==> config.mk <==
export PLATFORM = sky130hd
export DESIGN_NAME = uart_rx_odd_parity
export DESIGN_NICKNAME = d
export VERILOG_FILES = /design/src/rtl/uart_rx_odd_parity_pkg.sv /design/src/rtl/uart_rx_bit_timer.sv /design/src/rtl/uart_rx_odd_parity.sv
export SDC_FILE = /design/constraint.sdc
export NUM_CORES = 1
export LEC_CHECK = 0
export ABC_AREA = 1
export CORE_ASPECT_RATIO = 0.5
export CORE_MARGIN = 5
export CORE_UTILIZATION = 50
export CTS_BUF_LIST = sky130_fd_sc_hd__clkbuf_4 sky130_fd_sc_hd__clkbuf_8
export CTS_CLUSTER_DIAMETER = 50
export DETAILED_ROUTE_END_ITERATION = 8
export GPL_ROUTABILITY_DRIVEN = 0
export HOLD_SLACK_MARGIN = 0.03
export PLACE_DENSITY = 0.69
export SLEW_MARGIN = 20
export SYNTH_ARGS = -nofsm -noshare
export SYNTH_HDL_FRONTEND = slang
export SYNTH_SLANG_ARGS = --single-unit
==> constraint.sdc <==
create_clock -name sys_clk -period 1.8 [get_ports sys_clk]
set_input_delay 0.54 -clock sys_clk [delete_from_list [all_inputs] [get_ports sys_clk]]
set_output_delay 0.54 -clock sys_clk [all_outputs]
set_load 0.01 [all_outputs]
==> src/rtl/uart_rx_odd_parity_pkg.sv <==
// Shared encodings for the UART receive front end: FSM states and frame geometry.
package uart_rx_odd_parity_pkg;

  localparam logic [2:0] S_IDLE   = 3'd0;
  localparam logic [2:0] S_START  = 3'd1;
  localparam logic [2:0] S_DATA   = 3'd2;
  localparam logic [2:0] S_PARITY = 3'd3;
  localparam logic [2:0] S_STOP   = 3'd4;

  // start + 8 data + parity + stop
  localparam int FRAME_BITS = 11;
  localparam int DATA_BITS  = FRAME_BITS - 3;

  typedef enum logic [2:0] {
    IDLE   = S_IDLE,
    START  = S_START,
    DATA   = S_DATA,
    PARITY = S_PARITY,
    STOP   = S_STOP
  } state_t;

endpackage

==> src/rtl/uart_rx_bit_timer.sv <==
// Bit-period counter: half_tick marks the start-bit midpoint, full_tick each later mid-bit.
module uart_rx_bit_timer #(
  parameter int CLKS_PER_BIT = 16
) (
  input  logic sys_clk,
  input  logic sys_rst_n,
  input  logic clear,
  output logic half_tick,
  output logic full_tick
);

  localparam int HALF = CLKS_PER_BIT / 2;
  localparam int CW   = (CLKS_PER_BIT > 1) ? $clog2(CLKS_PER_BIT) : 1;

  logic [CW-1:0] clk_cnt;

  assign half_tick = (clk_cnt == CW'(HALF - 1));
  assign full_tick = (clk_cnt == CW'(CLKS_PER_BIT - 1));

  // Wraps on full_tick so consecutive bits stay one period apart without reloads.
  always_ff @(posedge sys_clk or negedge sys_rst_n) begin
    if (!sys_rst_n)                clk_cnt <= '0;
    else if (clear || full_tick)   clk_cnt <= '0;
    else                           clk_cnt <= clk_cnt + 1'b1;
  end

endmodule

==> src/rtl/uart_rx_odd_parity.sv <==
// UART receiver (8 data bits, one parity bit, one stop bit) with parity and framing checks.
module uart_rx_odd_parity
  import uart_rx_odd_parity_pkg::*;
#(
  parameter int CLK_FREQ   = 50_000_000,
  parameter int BAUD       = 9_600,
  parameter int PARITY_ODD = 1
) (
  input  logic       sys_clk,
  input  logic       sys_rst_n,
  input  logic       rx,
  output logic [7:0] rx_data,
  output logic       rx_valid,
  output logic       parity_err,
  output logic       frame_err,
  output logic       rx_busy
);

  localparam int CLKS_PER_BIT = CLK_FREQ / BAUD;
  localparam int HALF         = CLKS_PER_BIT / 2;

  state_t      state;
  logic [1:0]  sync;
  logic        rx_s, rx_q;
  logic [7:0]  shreg;
  logic [2:0]  bit_idx;
  logic        p_bit;
  logic        half_tick, full_tick, clear;

  assign rx_s  = sync[1];
  // Counter held at zero while idle so START always begins from a clean count.
  assign clear = (state == IDLE) || (state == START && half_tick);

  uart_rx_bit_timer #(.CLKS_PER_BIT(CLKS_PER_BIT)) u_timer (
    .sys_clk   (sys_clk),
    .sys_rst_n (sys_rst_n),
    .clear     (clear),
    .half_tick (half_tick),
    .full_tick (full_tick)
  );

  always_ff @(posedge sys_clk or negedge sys_rst_n) begin
    if (!sys_rst_n) begin
      sync       <= 2'b11;
      rx_q       <= 1'b1;
      state      <= IDLE;
      shreg      <= '0;
      bit_idx    <= '0;
      p_bit      <= 1'b0;
      rx_data    <= '0;
      rx_valid   <= 1'b0;
      parity_err <= 1'b0;
      frame_err  <= 1'b0;
      rx_busy    <= 1'b0;
    end else begin
      sync     <= {sync[0], rx};
      rx_q     <= rx_s;
      rx_valid <= 1'b0;
      case (state)
        IDLE: if (rx_q && !rx_s) state <= START;
        START: if (half_tick) begin
          if (rx_s) state <= IDLE;
          else begin
            state   <= DATA;
            bit_idx <= '0;
            rx_busy <= 1'b1;
          end
        end
        DATA: if (full_tick) begin
          shreg[bit_idx] <= rx_s;
          bit_idx        <= bit_idx + 1'b1;
          if (bit_idx == 3'(DATA_BITS - 1)) state <= PARITY;
        end
        PARITY: if (full_tick) begin
          p_bit <= rx_s;
          state <= STOP;
        end
        STOP: if (full_tick) begin
          // Byte is delivered even on a bad stop bit; frame_err tells the consumer.
          rx_data    <= shreg;
          rx_valid   <= 1'b1;
          frame_err  <= ~rx_s;
          parity_err <= (^{shreg, p_bit}) != (PARITY_ODD != 0);
          rx_busy    <= 1'b0;
          state      <= IDLE;
        end
        default: state <= IDLE;
      endcase
    end
  end

endmodule
==> flow_metrics.env <==
export IMPL_status="completed"
export IMPL_dp_slack_ns=0.167
export IMPL_grt_pass1_wl_mm=7.85
export IMPL_setup_viol_count_final=0
export IMPL_max_cap_violations=0
export IMPL_critPathMaxFanout=2
export IMPL_slew_violations=0
export IMPL_postCtsHoldBufs=0
export IMPL_vias=1973
export IMPL_min_period_ns=1.74
export IMPL_skew_ns=0.00269
export IMPL_synth_flop_cell="dfrtp_1"
export IMPL_row_count=17
export IMPL_ios=15
export IMPL_fmax_ghz=0.576
export IMPL_yosys_area_top_type="dfrtp_1"
export IMPL_yosysMostFrequentCell="nand2_1"
export IMPL_end_kind="output pin"
export IMPL_final_setup_worst_slack_ns=0.0625
export IMPL_crit_family="buffers and inverters"
export IMPL_cts_root_buf="clkbuf_8"
export IMPL_drt_total_wl_mm=4.43
export IMPL_cts_buffers=5
export IMPL_htree_levels=2
export IMPL_clock_sinks=43
export IMPL_clk_latency_ns=0.29
export IMPL_dp_cells=380
export IMPL_hold_violations=0
export IMPL_power_density_mw_per_mm2=900
export IMPL_die_width_um=107
export IMPL_nets=337
export IMPL_post_route_drc_count=0
export IMPL_setup_tns_final_ns=0
export IMPL_yosysSeqAreaShare_pct=46.1
export IMPL_grt_pass1_vias=1773
export IMPL_nFillCells=394
export IMPL_cp_required_ns=1.26
export IMPL_ys_top_cells_by_count="nand2_1, inv_1, dfrtp_1"
export IMPL_synth_distinct_cells=25
export IMPL_slowest_stage="clkdlybuf4s50_1"
export IMPL_yosys_area_top_type_share_pct=42.7
export IMPL_dieHeight_um=58.4
export IMPL_worstPathArrival_ns=1.20
export IMPL_worstSetupPathType="reg2out"
export IMPL_core_area_mm2=0.00447
export IMPL_path_cells="clkdlybuf4s50_1"
export IMPL_die_area_mm2=0.00624
export IMPL_floorplan_initialDensity_pct=52.4
export IMPL_start_kind="register"
export IMPL_drt_iter0_markers=86
export IMPL_tightest_slew_ns=0.467
export IMPL_overflow=0
export IMPL_rsz0062_at_grt="false"
export IMPL_cpPeakStageDelay_ns=0.54
export IMPL_stdcell_count=389
export IMPL_post_route_period_util_pct=96.5
export IMPL_syn_instance_count=311
export IMPL_grt_max_degree=25
export IMPL_antenna_cells=0
export IMPL_syn_nets=317
export IMPL_avgSynthCellArea_um2=7.53
export IMPL_synth_edf_count=0
export IMPL_antenna_left=0
export IMPL_cts_tree="built"
export IMPL_drive_above_1_share_pct=12.3
export IMPL_netlist_area_mm2=0.00234
export IMPL_cts_max_path_buffers=2
export IMPL_syn_to_final_growth_pct=15.4
export IMPL_slew_headroom_pct=68.8
export IMPL_synth_warnings=0
export IMPL_synth_area_leaders="dfrtp_1, nand2_1, inv_1, nor2_1, nand3_1"
export IMPL_leakagePower_nw=1.28
export IMPL_ir_worst_vdd_mv=0.428
export IMPL_hold_slack_ns=0.189
export IMPL_clk_pin_slew_ns=0.08
export IMPL_ys_seq_elements=43
export IMPL_async_flop_share_pct=100
export IMPL_io_buffer_count=14
export IMPL_track_usage_pct=15.9
export IMPL_firstDrtPassIters=5
export IMPL_viasPerCell=5.07
export IMPL_antenna_found_initial=0
export IMPL_hp_class="in2async"
export IMPL_routedWlPerCell_um=11.4
export IMPL_cp_num_buf_inv=1
export IMPL_dp_hpwl_mm=3.37
cell families (layout without fill, tap and decap cells):
family	after synthesis	in the layout	synth area share [%]
AND/OR/NAND/NOR	181	181	34.6
buffers and inverters	52	73	8.81
flip-flops	43	43	46.1
AO/OA/AOI/OAI	27	27	7.05
XOR/XNOR	5	5	1.87
adder cells (fa/ha/maj)	3	3	1.60
metrics by stage:
step	util [%]	power [mW]	cell area [um2]
2_1_floorplan	-	1.45	2340
3_3_place_gp	57.0	1.54	2550
3_5_place_dp	57.0	1.55	2550
4_1_cts	60.1	2.46	2680
5_1_grt	60.5	2.59	2700
6_report	60.5	2.43	2700
metal layers:
layer	vias up	track usage [%]	part of all wire, %
met5	-	0	0
li1	1012	-	-
met4	0	5.10	0.88
met1	929	20.2	49
met2	28	26.7	46
met3	4	4.27	4.0
path summary, 6_finish.rpt:
| path | from | depth (start not counted) | slack, ns | end |
|---|---|---|---|---|
| hold / removal | sys_rst_n | 1 | 0.19 | frame_err$_DFFE_PN0P_ |
| min in group sys_clk | sync[0]$_DFF_PN1_ | 0 | 0.36 | sync[1]$_DFF_PN1_ |
| setup / recovery | rx_data[0]$_DFFE_PN0P_ | 1 | 0.06 | rx_data[0] |
| setup reg to reg | u_timer.clk_cnt[0]$_DFF_PN0_ | 7 | 0.22 | u_timer.clk_cnt[12]$_DFF_PN0_ |
| max in group asynchronous | sys_rst_n | 2 | 1.13 | u_timer.clk_cnt[0]$_DFF_PN0_ |
| hold reg to reg | sync[0]$_DFF_PN1_ | 0 | 0.36 | sync[1]$_DFF_PN1_ |
report_power, final:
part           internal, mW  switching [mW]
sequential             1.03          0.0610
clock                 0.570           0.327
combinational         0.130           0.319
layout make-up:
cell class | count | area, um2 | area share (%)
flip-flops and latches | 43 | 1080 | 40.0
multi-input cells | 216 | 1060 | 39.1
inverters | 49 | 184 | 6.81
repair buffers | 16 | 175 | 6.48
clock buffers | 6 | 76.3 | 2.82
well taps | 57 | 71.3 | 2.64
clock inverters | 2 | 60.1 | 2.22
placed cells by master (no fill, tap or decap):
cell type / count
nand2_2: 5
nor2_2: 2
ha_1: 3
nor2_4: 3
nand3_1: 25
dfstp_2: 3
nand2_1: 89
nand3_4: 1
inv_2: 6
buf_12: 2
xor2_1: 3
nor3_1: 4
clkbuf_4: 1
nand4_1: 11
o21ai_0: 14
clkbuf_8: 5
nor2_1: 39
nor3_2: 1
o21ai_1: 3
dfrtp_1: 40
nand3_2: 1
inv_1: 43
a21oi_1: 2
o21ai_2: 8
bufinv_16: 2
buf_2: 1
clkdlybuf4s50_1: 13
xnor2_1: 2
timing repair:
action | in CTS | in global routing
setup buffers | 0 | 1
endpoints found under the setup margin | 0 | 1
resized for setup | 0 | 0
sequential cells by signal, summed over array words and instances, names as in the netlist:
signal           flops
u_timer.clk_cnt     13
rx_data              8
shreg                8
bit_idx              3
state                3
sync                 2
frame_err            1
p_bit                1
parity_err           1
rx_busy              1
rx_q                 1
rx_valid             1
Note: power is estimated with default switching activity, not from simulation.
==> patch: new RTL, same settings <==
Put one more register stage on the output `rx_data`, cleared by the reset. The value now appears one clock later. The other outputs are not delayed to match.
--- a/src/rtl/uart_rx_odd_parity.sv
+++ b/src/rtl/uart_rx_odd_parity.sv
@@ -18,6 +18,8 @@
 
   localparam int CLKS_PER_BIT = CLK_FREQ / BAUD;
   localparam int HALF         = CLKS_PER_BIT / 2;
+
+  logic [7:0] rx_data_s0;
 
   state_t      state;
   logic [1:0]  sync;
@@ -47,7 +49,7 @@
       shreg      <= '0;
       bit_idx    <= '0;
       p_bit      <= 1'b0;
-      rx_data    <= '0;
+      rx_data_s0 <= '0;
       rx_valid   <= 1'b0;
       parity_err <= 1'b0;
       frame_err  <= 1'b0;
@@ -77,7 +79,7 @@
         end
         STOP: if (full_tick) begin
           // Byte is delivered even on a bad stop bit; frame_err tells the consumer.
-          rx_data    <= shreg;
+          rx_data_s0 <= shreg;
           rx_valid   <= 1'b1;
           frame_err  <= ~rx_s;
           parity_err <= (^{shreg, p_bit}) != (PARITY_ODD != 0);
@@ -89,4 +91,12 @@
     end
   end
 
+  always_ff @(posedge sys_clk or negedge sys_rst_n) begin
+    if (!sys_rst_n) begin
+      rx_data <= '0;
+    end else begin
+      rx_data <= rx_data_s0;
+    end
+  end
+
 endmodule
Check against the original RTL: same outputs for any inputs over 10 cycles, from zero or initial values and one cycle with sys_rst_n low; that may be too few to reach the edited logic, so the function may still have changed.
==> patch against the unedited design <==
Clock skew grew 6.0 ps; design area grew 5.3%; register-to-register slack gained 30 ps; total power shrank 0.69%; worst setup slack lost 4.4 ps; synthesized area grew 7.1%; wire length grew 2.6%; sequential cell count grew 8; largest power group unchanged.
==> patch: results (changes against the unedited design) <==
| Metric | Value |
|---|---|
| Initial drt markers | `123 (+43%)` |
| Worst Reg-to-Reg Cells | `7 (unchanged)` |
| Dpl ws | `225 ps (+58.4 ps)` |
| Met1 usage | `20.0% (-0.22 points)` |
| Vias in the first global route | `1875 (+5.8%)` |
| R2R Path End | `u_timer.clk_cnt[4]$_DFF_PN0_` |
| Status | `finished clean` |
| Fillers | `443 (+12%)` |
| Detailed Routing Iterations Pass 1 | `4 (-1)` |
| Via/cell ratio | `4.91 (-3.3%)` |
| Layout cells sized above 1 | `12.8% (+0.49 points)` |
| Hold Path Class | `primary input to async pin` |
| Layout net count | `333 (-1.2%)` |
| PostCTS Resize Cnt | `0 (unchanged)` |
| Total wire length | `4550 um (+2.6%)` |
| Multi-In Gates | `208 (-3.7%)` |
| Slew at the pin closest to its max-slew limit | `316 ps (-151 ps)` |
| Largest net degree at the start of global routing | `52 (+110%)` |
| Met2 Usage GRT | `28.1% (+1.4 points)` |
| Clock skew | `8.72 ps (+6.02 ps)` |
| First-pass GRT wire length | `8260 um (+5.2%)` |
| Non-clock inverter count in the final layout | `45 (-8.2%)` |
| Syn nets | `313 (-1.3%)` |
| Critical path startpoint | `rx_busy$_DFFE_PN0P_` |
| Total leakage power | `1.35 nW (+5.6%)` |
| Most common library cells after synthesis | `nand2_1, dfrtp_1, inv_1` |
| Met3 GRT Util | `4.31% (+0.043 points)` |
| Yosys reg bits | `51 (+19%)` |
| Area contributors post-synth | `dfrtp_1, nand2_1, inv_1, nor2_1, nand3_1` |
| Clock buf/inv share | `3.74% (-1.3 points)` |
| End of the critical path | `rx_busy` |
| Worst r2r src | `u_timer.clk_cnt[0]$_DFF_PN0_` |
| CP max stage delay | `550 ps` |
| GR Util All Layers | `16.3% (+0.41 points)` |
| Multi-input gate area | `1030 sq um (-2.0%)` |
| Async S/R FF share, synth | `100% (unchanged)` |
| Register area | `1280 sq um (+19%)` |
| R2R Setup Slk | `250 ps (+30 ps)` |
| Worst ir drop on vdd | `421 uV (-1.7%)` |
## patch: through the flow
step	power [mW]	area (sq um)	hold slack (ps)	instances
floorplan	1.56	2510	244	307
global placement	1.66	2740	346	390
detailed placement	1.68	2740	349	390
CTS	2.45	2840	218	397
global route	2.57	2850	216	397
finish	2.42	2850	203	397
## patch: power breakdown
group / internal [mW] / total (mW) / switching, mW
Clock: 0.406 / 0.766 / 0.360
Combinational: 0.124 / 0.391 / 0.268
Sequential: 1.20 / 1.26 / 0.0569
## patch: routing by layer
layer  wire length, um  up-vias
met5                 0        -
met2              2160       23
met4                80        0
met3               179       10
met1              2130      914
li1                  -     1001
## patch: logic make-up after synthesis
group / count (synthesis) / synth area share [%]
DFF: 51 / 51.0
AOI/OAI and AO/OA: 25 / 6.18
buffers and inverters: 48 / 7.73
xor gates and xnor gates: 6 / 2.09
and+or+nand+nor: 174 / 31.5
adders and majority gates: 3 / 1.50
